<file path="config.mk">
export PLATFORM = sky130hd
export DESIGN_NAME = pe_skew_feeder
export DESIGN_NICKNAME = d
export VERILOG_FILES = /design/src/rtl/pe_pkg.sv /design/src/rtl/skew_delay_line.sv /design/src/rtl/pe_skew_feeder.sv
export SDC_FILE = /design/constraint.sdc
export NUM_CORES = 1
export LEC_CHECK = 0
export CORE_MARGIN = 2
export CORE_UTILIZATION = 40
export DETAILED_ROUTE_END_ITERATION = 12
export PLACE_DENSITY = 0.72
export SYNTH_ARGS = -nofsm -noshare
export SYNTH_HDL_FRONTEND = slang
export SYNTH_HIERARCHICAL = 1
export SYNTH_SLANG_ARGS = --single-unit
</file>
<file path="constraint.sdc">
create_clock -name clk -period 2.9 [get_ports clk]
set_input_delay 0.725 -clock clk [delete_from_list [all_inputs] [get_ports clk]]
set_output_delay 0.725 -clock clk [all_outputs]
set_load 0.01 [all_outputs]
</file>
<file path="src/rtl/pe_pkg.sv">
// Shared types for the PE array edge logic: operation mode, feeder FSM states
// and the default operand width.
package pe_pkg;

  localparam int PE_MUL_BW = 16;

  typedef enum logic [1:0] {
    GEMM = 2'b00,
    DIV  = 2'b01,
    EXP  = 2'b10,
    LOG  = 2'b11
  } gemm_uno_e;

  typedef enum logic [1:0] {
    IDLE   = 2'b00,
    STREAM = 2'b01,
    FLUSH  = 2'b10
  } feeder_state_e;

endpackage

</file>
<file path="src/rtl/skew_delay_line.sv">
// Fixed-depth shift register with asynchronous clear; one instance per lane
// gives that lane its diagonal skew.
module skew_delay_line #(
  parameter int DEPTH = 1,
  parameter int WIDTH = 16
) (
  input  logic             clk,
  input  logic             rst_n,
  input  logic [WIDTH-1:0] d_i,
  output logic [WIDTH-1:0] q_o
);

  logic [DEPTH-1:0][WIDTH-1:0] sr_q;

  if (DEPTH == 1) begin : g_single
    // Single stage: the lane register itself.
    always_ff @(posedge clk or negedge rst_n) begin
      if (!rst_n) begin
        sr_q <= '0;
      end else begin
        sr_q[0] <= d_i;
      end
    end
  end else begin : g_chain
    // Unconditional shift; the array edge applies no backpressure.
    always_ff @(posedge clk or negedge rst_n) begin
      if (!rst_n) begin
        sr_q <= '0;
      end else begin
        sr_q <= {sr_q[DEPTH-2:0], d_i};
      end
    end
  end

  assign q_o = sr_q[DEPTH-1];

endmodule

</file>
<file path="src/rtl/pe_skew_feeder.sv">
// Skewed operand feeder for the PE array edge: lane r trails lane 0 by r cycles.
// Optional PE_SKEW_FEEDER_PERF_EN adds a per-frame input bubble counter.
module pe_skew_feeder
  import pe_pkg::*;
#(
  parameter int LANES  = 4,
  parameter int MUL_BW = PE_MUL_BW,
  parameter int LEN_BW = 16
) (
  input  logic                    clk,
  input  logic                    rst_n,
  input  logic [1:0]              mode_i,
  input  logic                    in_valid,
  output logic                    in_ready,
  input  logic [LANES*MUL_BW-1:0] in_data,
  input  logic                    in_last,
  output logic [LANES*MUL_BW-1:0] lane_o,
  output logic [LANES-1:0]        lane_vld_o,
  output logic [1:0]              mode_o,
  output logic                    busy_o,
  output logic                    done_o,
  output logic [LEN_BW-1:0]       frame_len_o
`ifdef PE_SKEW_FEEDER_PERF_EN
  ,
  output logic [LEN_BW-1:0]       bubble_cnt_o
`endif
);

  localparam int CNT_BW = $clog2(LANES + 1);
  localparam logic [CNT_BW-1:0] FLUSH_LOAD = CNT_BW'(LANES - 1);

  feeder_state_e     state_q, state_d;
  logic [CNT_BW-1:0] flush_cnt_q, flush_cnt_d;
  logic [LEN_BW-1:0] len_q, len_d;
  logic [LEN_BW-1:0] frame_len_q, frame_len_d;
  gemm_uno_e         mode_q, mode_d;
  logic              accept_s;
  logic              frame_end_s;

  assign in_ready = (state_q != FLUSH);
  assign accept_s = in_valid & in_ready;

  // Frame FSM: mode latch, beat counting and the flush countdown.
  always_comb begin
    state_d     = state_q;
    flush_cnt_d = flush_cnt_q;
    len_d       = len_q;
    mode_d      = mode_q;
    frame_end_s = 1'b0;
    case (state_q)
      IDLE: begin
        if (accept_s) begin
          mode_d = gemm_uno_e'(mode_i);
          len_d  = LEN_BW'(1);
          if (!in_last) begin
            state_d = STREAM;
          end else if (LANES == 1) begin
            frame_end_s = 1'b1;
          end else begin
            state_d     = FLUSH;
            flush_cnt_d = FLUSH_LOAD;
          end
        end else begin
          state_d = IDLE;
        end
      end
      STREAM: begin
        if (accept_s) begin
          len_d = (len_q == '1) ? len_q : len_q + LEN_BW'(1);
          if (in_last && (LANES == 1)) begin
            state_d     = IDLE;
            frame_end_s = 1'b1;
          end else if (in_last) begin
            state_d     = FLUSH;
            flush_cnt_d = FLUSH_LOAD;
          end else begin
            state_d = STREAM;
          end
        end else begin
          state_d = STREAM;
        end
      end
      FLUSH: begin
        // Leaving FLUSH coincides with the last beat reaching the final lane.
        if (flush_cnt_q == CNT_BW'(1)) begin
          state_d     = IDLE;
          frame_end_s = 1'b1;
        end else begin
          flush_cnt_d = flush_cnt_q - CNT_BW'(1);
        end
      end
      default: begin
        state_d = IDLE;
      end
    endcase
  end

  assign frame_len_d = frame_end_s ? len_d : frame_len_q;

  // Control and frame-status registers.
  always_ff @(posedge clk or negedge rst_n) begin
    if (!rst_n) begin
      state_q     <= IDLE;
      flush_cnt_q <= '0;
      len_q       <= '0;
      frame_len_q <= '0;
      mode_q      <= GEMM;
    end else begin
      state_q     <= state_d;
      flush_cnt_q <= flush_cnt_d;
      len_q       <= len_d;
      frame_len_q <= frame_len_d;
      mode_q      <= mode_d;
    end
  end

  assign mode_o      = mode_q;
  assign busy_o      = (state_q != IDLE);
  assign frame_len_o = frame_len_q;

  for (genvar r = 0; r < LANES; r++) begin : g_lane
    logic [MUL_BW-1:0] din_s;
    // Non-accepted cycles inject a zero bubble.
    assign din_s = accept_s ? in_data[r*MUL_BW +: MUL_BW] : '0;

    if (r == LANES - 1) begin : g_tail
      logic [MUL_BW+1:0] q_s;
      skew_delay_line #(.DEPTH(r + 1), .WIDTH(MUL_BW + 2)) u_dl (
        .clk   (clk),
        .rst_n (rst_n),
        .d_i   ({accept_s & in_last, accept_s, din_s}),
        .q_o   (q_s)
      );
      assign lane_o[r*MUL_BW +: MUL_BW] = q_s[MUL_BW-1:0];
      assign lane_vld_o[r]              = q_s[MUL_BW];
      assign done_o                     = q_s[MUL_BW+1];
    end else begin : g_body
      logic [MUL_BW:0] q_s;
      skew_delay_line #(.DEPTH(r + 1), .WIDTH(MUL_BW + 1)) u_dl (
        .clk   (clk),
        .rst_n (rst_n),
        .d_i   ({accept_s, din_s}),
        .q_o   (q_s)
      );
      assign lane_o[r*MUL_BW +: MUL_BW] = q_s[MUL_BW-1:0];
      assign lane_vld_o[r]              = q_s[MUL_BW];
    end
  end

`ifdef PE_SKEW_FEEDER_PERF_EN
  logic [LEN_BW-1:0] bub_q, bub_d;

  // Bubble count: cleared by a frame's first beat, frozen outside STREAM.
  always_comb begin
    bub_d = bub_q;
    if ((state_q == IDLE) && accept_s) begin
      bub_d = '0;
    end else if ((state_q == STREAM) && !in_valid && (bub_q != '1)) begin
      bub_d = bub_q + LEN_BW'(1);
    end else begin
      bub_d = bub_q;
    end
  end

  // Bubble counter register.
  always_ff @(posedge clk or negedge rst_n) begin
    if (!rst_n) begin
      bub_q <= '0;
    end else begin
      bub_q <= bub_d;
    end
  end

  assign bubble_cnt_o = bub_q;
`endif

endmodule

</file>
==> results by stage <==
Run status:
- The flow ran to the end, and the final reports show no timing, DRC or antenna violations.

Synthesis:
- The cell count after synthesis came out at roughly 470.
- The mean cell area of the mapped netlist is 14.9 um^2.
- dfrtp_1 takes more of the synthesized area than any other cell.
- Among all flip-flop cells after synthesis, the most frequent one is dfrtp_1.
- The register bit total from synthesis is 213.
- In this run the biggest area consumer among cell types represents between 70% and 80% of the synthesized area.
- Counting flops with an async set or reset pin after synthesis yields a share of between 90% and 100%.
- The share of the Yosys chip area taken by registers is about three quarters.
- By area the synthesized netlist is led by dfrtp_1, and3_1, buf_4.
- The number of warning messages in the yosys log is 6.
- The number of different library cells used by synthesis comes to 47.
- The number of enable flip-flop cells after synthesis is 0.
- Counting every net in the synthesized netlist gives 545.
- The synthesized netlist occupies a cell area of approximately 7100 um^2.

Pwr:
- For this design the ratio of total power to cell area is between 800 and 900 nW/um^2.
- For this design the static power due to leakage is 4.48 nW.
- The clock network is responsible for approximately a third of the overall power.
- The total power draw is 7.44 mW.
- The maximum ir drop on the vdd rail is approximately 0.43 mV.
- The sequential share of power is between 40% and 50%.
- The internal power component is 5.64 mW.
- The net switching power figure is approximately 1.8 mW.
- In this run switching power makes up about a quarter of total power.
- The part of the power in combinational logic is between 10% and 20%.

Timing:
- For this run, the top clock speed supported by timing is a little under 0.4 GHz.
- Setup violations remaining at the end of the flow were counted as 0.
- After layout, the worst path uses roughly nine tenths of the clock period.
- For the pin with the worst max-slew slack, the measured transition is roughly 0.86 ns.
- The final setup TNS is 0 ns.
- The worst clock skew on the final layout is between 0.01 and 0.015 ns.
- The count of final hold-check violations is 0.
- The routed design could run at a clock period as short as about 2.6 ns.
- Setup repair after global routing left no endpoint under its margin.
- The normalized max-slew margin is between 40% and 50%.
- The number of max-slew violations in the final report is 0.

Critical path:
- The kind of end point of the critical path is an output port.
- The required time at the worst-slack endpoint is around 2.2 ns.
- The data arrival time at the worst-slack endpoint is ~1.9 ns.
- The cell family contributing the most delay on the critical path is buffers and inverters.
- The worst setup path is launched from a flip-flop.
- The worst setup path is of the reg -> out kind.
- Of all nets on the critical path, the largest fanout is 12.
- On the critical path, the stage with the largest delay is an instance of clkdlybuf4s50_1.
- The delay contributed by the slowest stage of the critical path is between 0.6 and 0.7 ns.
- The signal on the critical path passes through nand2b_2 -> clkdlybuf4s50_1.
- The total buffers and inverters traversed by the critical path is 1.

Route:
- The via total after detailed routing is 3,883.
- Dividing the detail-routed wire length by the instance count gives ~16 um.
- The via density per instance is roughly 4.7.
- For this run, design rule violations remaining after detail routing come to 0.
- The count of antenna-violating nets left after detailed routing is 0.
- Wires add up to around 13,000 um.
- The first routing iteration left 200 violations.
- Before antenna repair, the detailed router went through 4 iterations.

Floorplanning:
- The placeable core area is approximately 17,000 um^2.
- The die is between 100 and 150 um tall.
- The number of top-level pins is 159.
- The starting density of the core is between 40% and 50%.
- The floorplan has 48 rows.
- The die width is between 100 and 150 um.
- The area enclosed by the die boundary is ~19,000 um^2.

Finish:
- The filler cells instantiated in the layout total ~1,400.
- Registers take 5330 um^2.
- The post-layout net count is 663.
- The post-route netlist has between 9 and 10% of its cells at a drive strength greater than 1.
- In the layout the commonest cells are dfrtp_1, clkdlybuf4s50_1, and3_1.
- After routing the design area is just over 9000 um^2.
- The area growth from synthesis to layout is 30.6%.
- The number of antenna diodes in the final layout is 0.
- Leaving out fill and tap cells, the most frequent cell in the layout is dfrtp_1.
- The area of combinational cells with multiple inputs is between 1000 and 1500 um^2.

Clocking:
- The number of clock buffers inserted by TritonCTS is 21.
- In this run the number of H-tree levels came out at 1.
- The CTS tree is built.
- Counting along the longest clock path gives a buffer depth of 3.
- Clock latency on the worst-skew pair, taken at its later pin, is around 0.48 ns.
- After clock tree synthesis, the flow added hold-fix buffers numbering 0.
- The cell at the root of the clock tree is clkbuf_16.
- Once the clock tree was built, the setup fixing pass inserted 0 buffers.
- The clock drives 213 sinks.
- The clock-pin transition on the worst setup and hold timing paths is approximately 0.06 ns.
- Once the clock tree was built, the resizer swapped 0 gates to a different size.

GRT:
- The aggregate global-route resource usage is between 10% and 20%.
- The first-pass GRT wire length is approximately 21,000 um.
- Entering global routing, the biggest net connects 66 pins.
- For this run the aggregate overflow at the end of global routing stands at 0.
- The number of antenna violations at the first check in global routing was 0.
- The via count of the first global-routing pass came to 4,035.

Place:
- Once detailed placement completed, the half-perimeter wirelength came to about 8900 um.
- The count of buffers added on input and output ports is ~160.
- The area of placed instances is between 8000 and 9000 um^2.
- The congestion estimate from routability-driven global placement came to 0.799.

Min path:
- The min-delay analysis places its worst path in the category in -> async.

Job:
- Max-cap violations in this run came to 0.
==> metrics by stage <==
| stage | setup WS [ns] | hold WS (ns) | util, % | instances |
|---|---|---|---|---|
| after floorplan | 1.22 | 0.331 | - | 472 |
| after global placement | 0.730 | 0.332 | 49.4 | 792 |
| after detailed placement | 0.632 | 0.335 | 49.4 | 792 |
| after CTS | 0.309 | 0.243 | 53.4 | 829 |
| after global routing | 0.242 | 0.264 | 53.4 | 829 |
| final | 0.319 | 0.232 | 53.4 | 829 |
==> layer usage <==
metal	GRT usage, %	up-vias	wire (um)
li1	-	1782	-
met1	17.7	1957	5210
met2	24.9	112	6990
met3	2.74	32	672
met4	5.21	0	393
met5	0	-	0
==> cell usage after synthesis (2+ instances only) <==
cell,instances
nand3_1,4
buf_2,2
clkbuf_1,15
nand2b_1,5
nand4_1,6
nand2_1,20
mux2_1,7
nor2_1,11
a21oi_1,9
inv_1,4
dfrtp_1,213
a211oi_1,2
nor3_1,4
o21ai_0,4
buf_4,52
mux2_2,8
o31ai_1,2
a31oi_1,2
mux2i_1,6
and3_1,67
ha_1,3
==> worst paths after layout <==
kind	start	to	slack (ns)	depth (start not counted)
hold / removal	rst_n	g_lane[2].g_body.u_dl/sr_q[12]$_DFF_PN0_	0.23	1
setup reg to reg	state_q[0]$_DFFE_PN0P_	frame_len_o[0]$_DFFE_PN0P_	0.63	4
setup / recovery	state_q[0]$_DFFE_PN0P_	in_ready	0.32	2
min in group clk	g_lane[3].g_tail.u_dl/sr_q[0]$_DFF_PN0_	g_lane[3].g_tail.u_dl/sr_q[18]$_DFF_PN0_	0.34	0
max in group asynchronous	rst_n	g_lane[3].g_tail.u_dl/q_o[2]$_DFF_PN0_	1.94	2
hold reg to reg	g_lane[3].g_tail.u_dl/sr_q[0]$_DFF_PN0_	g_lane[3].g_tail.u_dl/sr_q[18]$_DFF_PN0_	0.34	0
==> worst reg2reg max path: stages (launching register included) <==
cell,delay (ns)
dfrtp_1,0.55
nand2b_2,0.21
buf_4,0.25
nand2b_1,0.71
mux2_2,0.42
==> state kept, by name, indices dropped and copies added (netlist names) <==
register                 flops
flush_cnt_q                  3
frame_len_o                 16
g_lane.g_body.u_dl/q_o      51
g_lane.g_body.u_dl/sr_q     51
g_lane.g_tail.u_dl/q_o      18
g_lane.g_tail.u_dl/sr_q     54
len_q                       16
mode_o                       2
state_q                      2
==> power groups by stage <==
stage | clock network (mW) | logic [mW] | registers (mW)
finish | 2.62 | 1.19 | 3.63
global route | 2.83 | 1.30 | 3.68
CTS | 2.71 | 1.21 | 3.63
detailed placement | 0 | 1.20 | 3.68
global placement | 0 | 1.16 | 3.65
floorplan | 0 | 0.655 | 3.65
==> cell families (layout without fill, tap and decap cells) <==
group           count (synthesis)  in the layout  synth area share, %
compound gates                 30             30                 2.98
flops                         213            213                 75.6
mux                            21             21                 3.25
buf+inv                        74            206                 6.85
simple gates                  131            131                 10.8
fa+ha+maj                       3              3                0.532
==> layout make-up <==
type	instances	share of cell area, %
clock inverter	3	0.435
sequential	213	57.9
timing repair buffer	165	18.0
inverter	4	0.163
multi-input combinational	185	13.5
tap	225	3.06
clock buffer	34	7.00
Power figures use the tool's default switching activity.
